## src/rtl/uart_tx_scheduler.sv

```systemverilog
// uart_tx_scheduler
//   Round-robin scheduler sharing one UART TX FIFO among three report
//   sources. Each source latches a 12-bit value on a request pulse. The
//   scheduler picks one pending source, converts its value to four ASCII
//   decimal digits (double-dabble, 12 cycles) and pushes a framed message
//   into the FIFO one byte per cycle, stalling while the FIFO is full.
//
//   Frame: TAG d3 d2 d1 d0 [CHK] CR LF
//   CHK is present only when UART_SCHED_CHKSUM_EN is defined. It is the XOR
//   of TAG and the four ASCII digit bytes.
//
// Parameters
//   TAG0, TAG1, TAG2 : frame tag byte for channel 0 / 1 / 2
// Ports
//   clk       : system clock
//   rst       : asynchronous reset, active-high
//   req[2:0]  : per-channel send request, one-cycle pulse
//   data0..2  : 12-bit value, sampled when the matching req bit is high
//   fifo_full : TX FIFO full flag; a byte is pushed only while it is low
//   push      : FIFO push strobe, one cycle per byte (registered)
//   push_data : byte being pushed (registered)
//   grant     : one-hot channel being served, 0 when idle (registered)
//   busy      : scheduler is serving a frame (registered)
//   done      : one-cycle pulse after the last byte of a frame (registered)
module uart_tx_scheduler #(
  parameter logic [7:0] TAG0 = 8'h53,
  parameter logic [7:0] TAG1 = 8'h54,
  parameter logic [7:0] TAG2 = 8'h44
) (
  input  logic        clk,
  input  logic        rst,
  input  logic [2:0]  req,
  input  logic [11:0] data0,
  input  logic [11:0] data1,
  input  logic [11:0] data2,
  input  logic        fifo_full,
  output logic        push,
  output logic [7:0]  push_data,
  output logic [2:0]  grant,
  output logic        busy,
  output logic        done
);

  typedef enum logic [1:0] {IDLE, CONV, SEND, DONE} state_t;

`ifdef UART_SCHED_CHKSUM_EN
  localparam logic [2:0] LAST_IDX = 3'd7;
`else
  localparam logic [2:0] LAST_IDX = 3'd6;
`endif

  state_t      state;
  logic [11:0] hold [3];
  logic [2:0]  pending;
  logic [2:0]  clr_mask;
  logic [1:0]  rr_ptr;
  logic [1:0]  sel;
  logic [1:0]  pick;
  logic [1:0]  c1;
  logic [1:0]  c2;
  logic        grant_now;
  logic [11:0] bin;
  logic [15:0] bcd;
  logic [14:0] bcd_adj;
  logic [3:0]  cnt;
  logic [2:0]  idx;
  logic [7:0]  tag;
  logic [7:0]  a3, a2, a1, a0;
  logic [7:0]  cur_byte;
`ifdef UART_SCHED_CHKSUM_EN
  logic [7:0]  chk;
`endif

  function automatic logic [1:0] nxt(input logic [1:0] c);
    return (c == 2'd2) ? 2'd0 : c + 2'd1;
  endfunction

  function automatic logic [3:0] adj(input logic [3:0] n);
    return (n >= 4'd5) ? n + 4'd3 : n;
  endfunction

  // Round-robin pick starting at rr_ptr; a request arriving on the grant
  // edge wins over the pending clear, so that channel is served again.
  always_comb begin
    c1 = nxt(rr_ptr);
    c2 = nxt(c1);
    if (pending[rr_ptr])  pick = rr_ptr;
    else if (pending[c1]) pick = c1;
    else                  pick = c2;
    grant_now = (state == IDLE) && (|pending);
    clr_mask  = grant_now ? (3'b001 << pick) : 3'b000;
  end

  // Add-3 step ahead of each shift. The top digit's bit 3 is shifted out,
  // so only its low three bits are kept (they match the full 4-bit sum).
  always_comb begin
    bcd_adj[14:12] = (bcd[15:12] >= 4'd5) ? (bcd[14:12] + 3'd3) : bcd[14:12];
    bcd_adj[11:0]  = {adj(bcd[11:8]), adj(bcd[7:4]), adj(bcd[3:0])};
  end

  always_comb begin
    case (sel)
      2'd0:    tag = TAG0;
      2'd1:    tag = TAG1;
      default: tag = TAG2;
    endcase
    a3 = 8'h30 + {4'h0, bcd[15:12]};
    a2 = 8'h30 + {4'h0, bcd[11:8]};
    a1 = 8'h30 + {4'h0, bcd[7:4]};
    a0 = 8'h30 + {4'h0, bcd[3:0]};
`ifdef UART_SCHED_CHKSUM_EN
    chk = tag ^ a3 ^ a2 ^ a1 ^ a0;
    case (idx)
      3'd0:    cur_byte = tag;
      3'd1:    cur_byte = a3;
      3'd2:    cur_byte = a2;
      3'd3:    cur_byte = a1;
      3'd4:    cur_byte = a0;
      3'd5:    cur_byte = chk;
      3'd6:    cur_byte = 8'h0D;
      default: cur_byte = 8'h0A;
    endcase
`else
    case (idx)
      3'd0:    cur_byte = tag;
      3'd1:    cur_byte = a3;
      3'd2:    cur_byte = a2;
      3'd3:    cur_byte = a1;
      3'd4:    cur_byte = a0;
      3'd5:    cur_byte = 8'h0D;
      default: cur_byte = 8'h0A;
    endcase
`endif
  end

  always_ff @(posedge clk or posedge rst) begin
    if (rst) begin
      state     <= IDLE;
      for (int unsigned i = 0; i < 3; i++) hold[i] <= '0;
      pending   <= '0;
      rr_ptr    <= '0;
      sel       <= '0;
      bin       <= '0;
      bcd       <= '0;
      cnt       <= '0;
      idx       <= '0;
      push      <= 1'b0;
      push_data <= '0;
      grant     <= '0;
      busy      <= 1'b0;
      done      <= 1'b0;
    end else begin
      if (req[0]) hold[0] <= data0;
      if (req[1]) hold[1] <= data1;
      if (req[2]) hold[2] <= data2;
      pending <= (pending & ~clr_mask) | req;
      push    <= 1'b0;
      done    <= 1'b0;

      case (state)
        IDLE: begin
          if (grant_now) begin
            sel   <= pick;
            grant <= 3'b001 << pick;
            busy  <= 1'b1;
            bin   <= hold[pick];
            bcd   <= '0;
            cnt   <= '0;
            idx   <= '0;
            state <= CONV;
          end
        end
        // The tag byte does not depend on the digits, so it is pushed on the
        // final conversion edge; the digits are complete from the next cycle.
        CONV: begin
          bin <= {bin[10:0], 1'b0};
          bcd <= {bcd_adj, bin[11]};
          cnt <= cnt + 4'd1;
          if (cnt == 4'd11) begin
            state <= SEND;
            if (!fifo_full) begin
              push      <= 1'b1;
              push_data <= cur_byte;
              idx       <= 3'd1;
            end
          end
        end
        SEND: begin
          if (!fifo_full) begin
            push      <= 1'b1;
            push_data <= cur_byte;
            if (idx == LAST_IDX) state <= DONE;
            else                 idx   <= idx + 3'd1;
          end
        end
        DONE: begin
          done   <= 1'b1;
          grant  <= '0;
          busy   <= 1'b0;
          rr_ptr <= nxt(sel);
          state  <= IDLE;
        end
        default: state <= IDLE;
      endcase
    end
  end

endmodule

```

## config.mk

```make
export PLATFORM = sky130hd
export DESIGN_NAME = uart_tx_scheduler
export DESIGN_NICKNAME = d
export VERILOG_FILES = /design/src/rtl/uart_tx_scheduler.sv
export SDC_FILE = /design/constraint.sdc
export NUM_CORES = 1
export LEC_CHECK = 0
export ABC_CLOCK_PERIOD_IN_PS = 5000
export BUFFER_PORTS_ARGS = -buffer_cell sky130_fd_sc_hd__clkbuf_2
export CORE_MARGIN = 1
export CORE_UTILIZATION = 50
export CTS_CLUSTER_SIZE = 40
export DETAILED_ROUTE_END_ITERATION = 10
export PLACE_DENSITY = 0.7
export SLEW_MARGIN = 20
export SYNTH_ARGS = -nofsm -noshare
export SYNTH_HDL_FRONTEND = slang
export SYNTH_SLANG_ARGS = --single-unit
```

## constraint.sdc

```tcl
create_clock -name clk -period 5 [get_ports clk]
set_input_delay 0.75 -clock clk [delete_from_list [all_inputs] [get_ports clk]]
set_output_delay 0.75 -clock clk [all_outputs]
set_load 0.02 [all_outputs]
```

# == Word level (Yosys, flattened, before mapping) ==
# Index checks and enable logic that the tools add are counted.
# op_classes
reduce_logical,15
order_cmp,7
n_bitwise,4
addsub,13
shifts,1
n_mux,47
eq_ne,20
# op_table
cell,count
8-bit case mux with 6 select lines,1
12-bit two-way mux,3
16-bit case mux with 2 select lines,1
"6-bit by 4-bit adder with 7-bit output, first input constant",4
12-bit binary-select mux with 2-bit select,1
3-bit two-way mux,8
12-bit case mux with 2 select lines,1
2-bit two-way mux,9
"4-bit by 3-bit greater-or-equal comparator with 1-bit output, second input constant",4
16-bit two-way mux,1
4-bit two-way mux,4
8-bit two-way mux,2
8-bit case mux with 2 select lines,1
"4-bit by 2-bit adder with 4-bit output, second input constant",3
"2-bit inequality test, second input constant",6
"2-bit == test, second input constant",5
5-bit case mux with 2 select lines,1
"3-bit == test, second input constant",3
3-bit case mux with 3 select lines,1
2-bit case mux with 4 select lines,1
4-bit case mux with 2 select lines,1
2-bit AND reduction,4
"2-bit by 1-bit adder with 2-bit output, second input constant",3
"3-bit by 2-bit == test with 1-bit output, second input constant",2
other kinds (25),37
# totals
out_inout_bits,14
ff_bits,94
input_bits,42

# == Logic depth before layout (Yosys ltp) ==
# logic_depth
ltp_word,12
ltp_mapped,9
ltp_nobuf,6

# == Worst setup path before layout ==
# Ideal clock, no wire load.
# synth_timing
path_kind,register to register
from,register state[0]
to,register state[1]
slack_ps,3054
t_arrival_ps,1821
period_less_slack_ps,1946
setup_ps,125
path_stages_with_launch,9
n_path_buf,2
t_required_ps,4875
cell_sequence,dfrtp_1 > inv_1 > ha_1 > buf_4 > or4b_1 > buf_6 > o21ai_2 > a21oi_2 > mux2_4
# synth_between
elab_chain_len,4
word_cells_on_any_way,11
# synth_lines
item,line_no,text
"start, declared",52,state_t state;
"start signal, assigned",138,state <= IDLE;
"start signal, assigned",170,state <= CONV;
"start signal, assigned",180,state <= SEND;
2-bit logical NOT,"90, 160",
1-bit logical AND,90,grant_now = (state == IDLE) && (|pending);
2-bit inequality test (no source line),-,
4-bit AND reduction (no source line),-,
# Parallel ways exist; a longest one is shown, timed or not.
# A chain may end at the register's enable or synchronous reset.

# == Final worst setup path ==
# layout_timing
from,register state[0]
to,register bcd[15]
# layout_between
elab_chain_len,4
word_cells_on_any_way,7
# layout_lines
item,line_no,text
2-bit logical NOT,"90, 160",
1-bit logical AND,90,
2-bit inequality test (no source line),-,
2-bit AND reduction (no source line),-,
"end signal, assigned",177,"bcd <= {bcd_adj, bin[11]};"
"end, declared",63,logic [15:0] bcd;
# Parallel ways exist; a longest one is shown, timed or not.

==> results.md <==
* Reg power frac at 37.4%
* Met1 usage at 28.1%
* Port bufs at 54
* Area grow syn2layout at 11.5%
* RSZ-0062 raised after global routing: no
* WL final at 9.88 mm
* Drt pass-1 iters at 4
* Setup WS post-layout at 2.43 ns
* Critical Path RT at 5.24 ns
* Clock skew at 0.00664 ns
* Placed inst area at 0.00502 mm²
* Setup TNS at 0 ns
* Initial antenna violation count at 0
* Final setup fails at 0
* DP HPWL at 7.10 mm
* DRT antenna net count at 0
* # fillers at 789
* Vias in the first global route at 3,445
* Initial DRC count at 123
* Die height at 99.2 µm
* Clock share of power at 20.0%
* Outcome: finished clean
* Syn Area/Cell at 11.1 µm²
* DP Worst Slack at 2.22 ns
* Post-route insts no fill at 585
* Antenna Cells at 0
* Number of synthesized register bits at 93
* Met3 Resource Use GR at 5.20%
* First-pass GRT wire length at 16.9 mm
* Maxcap violations at 0
* CTS Hold Bufs at 0
* Global Route Usage Sum at 21.9%
* Pwr Density at 558 mW/mm²
* Yosys cell types at 55
* GR Layer Usage met2 at 37.3%
* Fin crit share at 51.5%
* Synth warnings at 0
* Crit Path Max Fanout at 12
* Setup CP Type: flop to flop
* Worst skew pair latency at 0.36 ns
* Root Driver: clkbuf_8
* Die Span X at 99.2 µm
* Psw at 1.17 mW
* Hold crit path type: input port to asynchronous set/reset pin
* Fin. Hold Viols at 0
* Switch share at 39.7%
* Synth Flop Type: dfrtp_1
* Hold slack at 0.485 ns
* Peak VDD IR at 0.000246 V
* Cell count after placement at 570
* Comb pwr share at 42.6%
* Syn Inst Count at 426
* GRT overflow at 0
* Clock-pin slew on the worst setup and hold paths at 0.09 ns
* Sink Count at 93
* Core area at 0.00920 mm²
* CTS tree: yes
* Nets at 531
* Vias per cell at 5.87
* Setup Buffers After CTS at 0
* Seq/Total Area, Yosys at 49.3%
* Lkg Pwr at 2.29 nW
* Critical Path Sink Type: flop
* Resized cells post-CTS at 0
* Post-synth EDFFs at 0
* Initial core utilization at 51.4%
* Max frequency at 0.389 GHz
* Wire per inst at 16.9 µm
* Most used routing layer: met2
* Die area at 0.00984 mm²
* DRC viols at 0
* Clk buf depth at 2
* Mapped Nets at 487
* Type of element launching the critical path: flop
* Largest net degree at the start of global routing at 60
* CP arrival at 2.81 ns
* Internal power at 1.77 mW
* Row count at 35
* H-tree levels at 3
* Synthesized area at 0.00472 mm²
* Worst slew pin tran at 1.04 ns
* Final instance area at 0.00527 mm²
* Vias at 3,435
* Min Clock Period, post-route at 2.57 ns
* TritonCTS buffer count at 9
* Ratio of cells with drive above 1 in the final layout at 26.6%
* Slew headroom at 29.9%
* # IOs at 56
* Placer Congestion at 0.857
* Max-slew violations at 0
* Ys async rst share at 100%
[final timing paths]
| kind | start | endpoint | slack (ns) | cells after the start |
|---|---|---|---|---|
| worst max-delay path | state[0] | bcd[15] | 2.43 | 6 |
| worst min-delay path | rst | push_data[5] | 0.48 | 2 |
| worst max register to register | state[0] | bcd[15] | 2.43 | 6 |
| worst min register to register | hold[20] | hold[20] | 0.51 | 1 |
| max in group asynchronous | rst | hold[30] | 3.61 | 3 |
| min in group clk | hold[20] | hold[20] | 0.51 | 1 |
[registers in the layout (all words and copies together), names as in the netlist]
name	count
busy	1
grant	3
push_data	7
bin	12
rr_ptr	2
pending	3
hold	36
cnt	4
bcd	16
sel	2
push	1
done	1
idx	3
state	2
[cells by family (layout without fill, tap and decap cells)]
logic type	Yosys count	in the layout	share of synthesized area, %
AOI/OAI and AO/OA	118	118	17.0
and+or+nand+nor	97	97	11.5
DFF	93	93	49.3
muxes	49	49	11.6
buffers and inverters	42	90	4.24
adders and majority gates	19	19	5.03
xor gates and xnor gates	7	7	1.30
other	1	1	0.0794
[cells in the final DEF, fill, tap and decap left out, types with 3 or more instances in the layout]
master      synthesis  layout
dfrtp_1            93      93
clkbuf_2            0      54
mux2_2             43      43
a21oi_1            31      31
o21ai_0            27      27
nand2_1            22      22
ha_1               19      19
inv_1              19      18
nor2_1             15      15
nor3b_1            15      15
a221oi_1           11      11
or3_1              11      11
clkbuf_8            0       9
nand2b_1            8       8
a31oi_1             8       8
nor2b_1             7       7
nand3_1             7       7
xnor2_1             7       7
o22ai_1             6       6
mux2i_1             5       5
nor3_1              4       4
a32o_1              4       4
a21o_1              4       4
nand3b_1            3       3
bufinv_16           0       3
clkinvlp_4          0       3
[per-stage QoR]
| step | total power [mW] | utilization (%) |
|---|---|---|
| after CTS | 2.95 | 57.2 |
| after floorplan | 2.06 | - |
| after global placement | 2.32 | 54.6 |
| after global routing | 3.15 | 57.3 |
| final | 2.94 | 57.3 |
| after detailed placement | 2.36 | 54.6 |
[power groups by stage]
stage	logic, mW	registers (mW)	clock network (mW)
6_report	1.25	1.10	0.588
5_1_grt	1.40	1.12	0.632
4_1_cts	1.26	1.09	0.601
3_5_place_dp	1.25	1.11	0
3_3_place_gp	1.22	1.10	0
2_1_floorplan	0.949	1.11	0
[critical path: stages (launching register included)]
cell,delay [ns]
dfrtp_1,0.42
inv_1,0.12
ha_1,0.44
or4b_1,0.78
nand2_1,0.46
o31ai_1,0.11
o2bb2ai_1,0.13
[cell usage after synthesis, types with 3 or more instances]
| cell type | count | area (µm²) |
|---|---|---|
| or3_1 | 11 | 68.8 |
| nor3_1 | 4 | 20.0 |
| a21oi_1 | 31 | 155 |
| o21ai_0 | 27 | 135 |
| dfrtp_1 | 93 | 2330 |
| nand2_1 | 22 | 82.6 |
| nor3b_1 | 15 | 113 |
| a32o_1 | 4 | 40.0 |
| nand2b_1 | 8 | 50.1 |
| mux2i_1 | 5 | 50.1 |
| clkbuf_1 | 10 | 37.5 |
| inv_1 | 19 | 71.3 |
| nand3_1 | 7 | 35.0 |
| xnor2_1 | 7 | 61.3 |
| a31oi_1 | 8 | 50.1 |
| ha_1 | 19 | 238 |
| a21o_1 | 4 | 30.0 |
| buf_4 | 3 | 22.5 |
| a221oi_1 | 11 | 96.3 |
| buf_2 | 4 | 20.0 |
| nand3b_1 | 3 | 22.5 |
| buf_1 | 3 | 11.3 |
| o22ai_1 | 6 | 37.5 |
| nor2_1 | 15 | 56.3 |
| nor2b_1 | 7 | 43.8 |
| mux2_2 | 43 | 484 |
[metal layers]
metal / vias up / wire length, µm
li1: 1643 / -
met1: 1713 / 4480
met2: 68 / 4950
met3: 11 / 347
met4: 0 / 113
met5: - / 0
[final cells by class]
type,count,area [µm²],share of cell area [%]
timing repair buffer,56,285,5.42
multi-input combinational,291,2210,41.9
inverter,19,73.8,1.40
clock buffer,9,124,2.35
tap,111,139,2.64
sequential,93,2330,44.2
clock inverter,6,113,2.14
(Power assumes the default switching activity.)
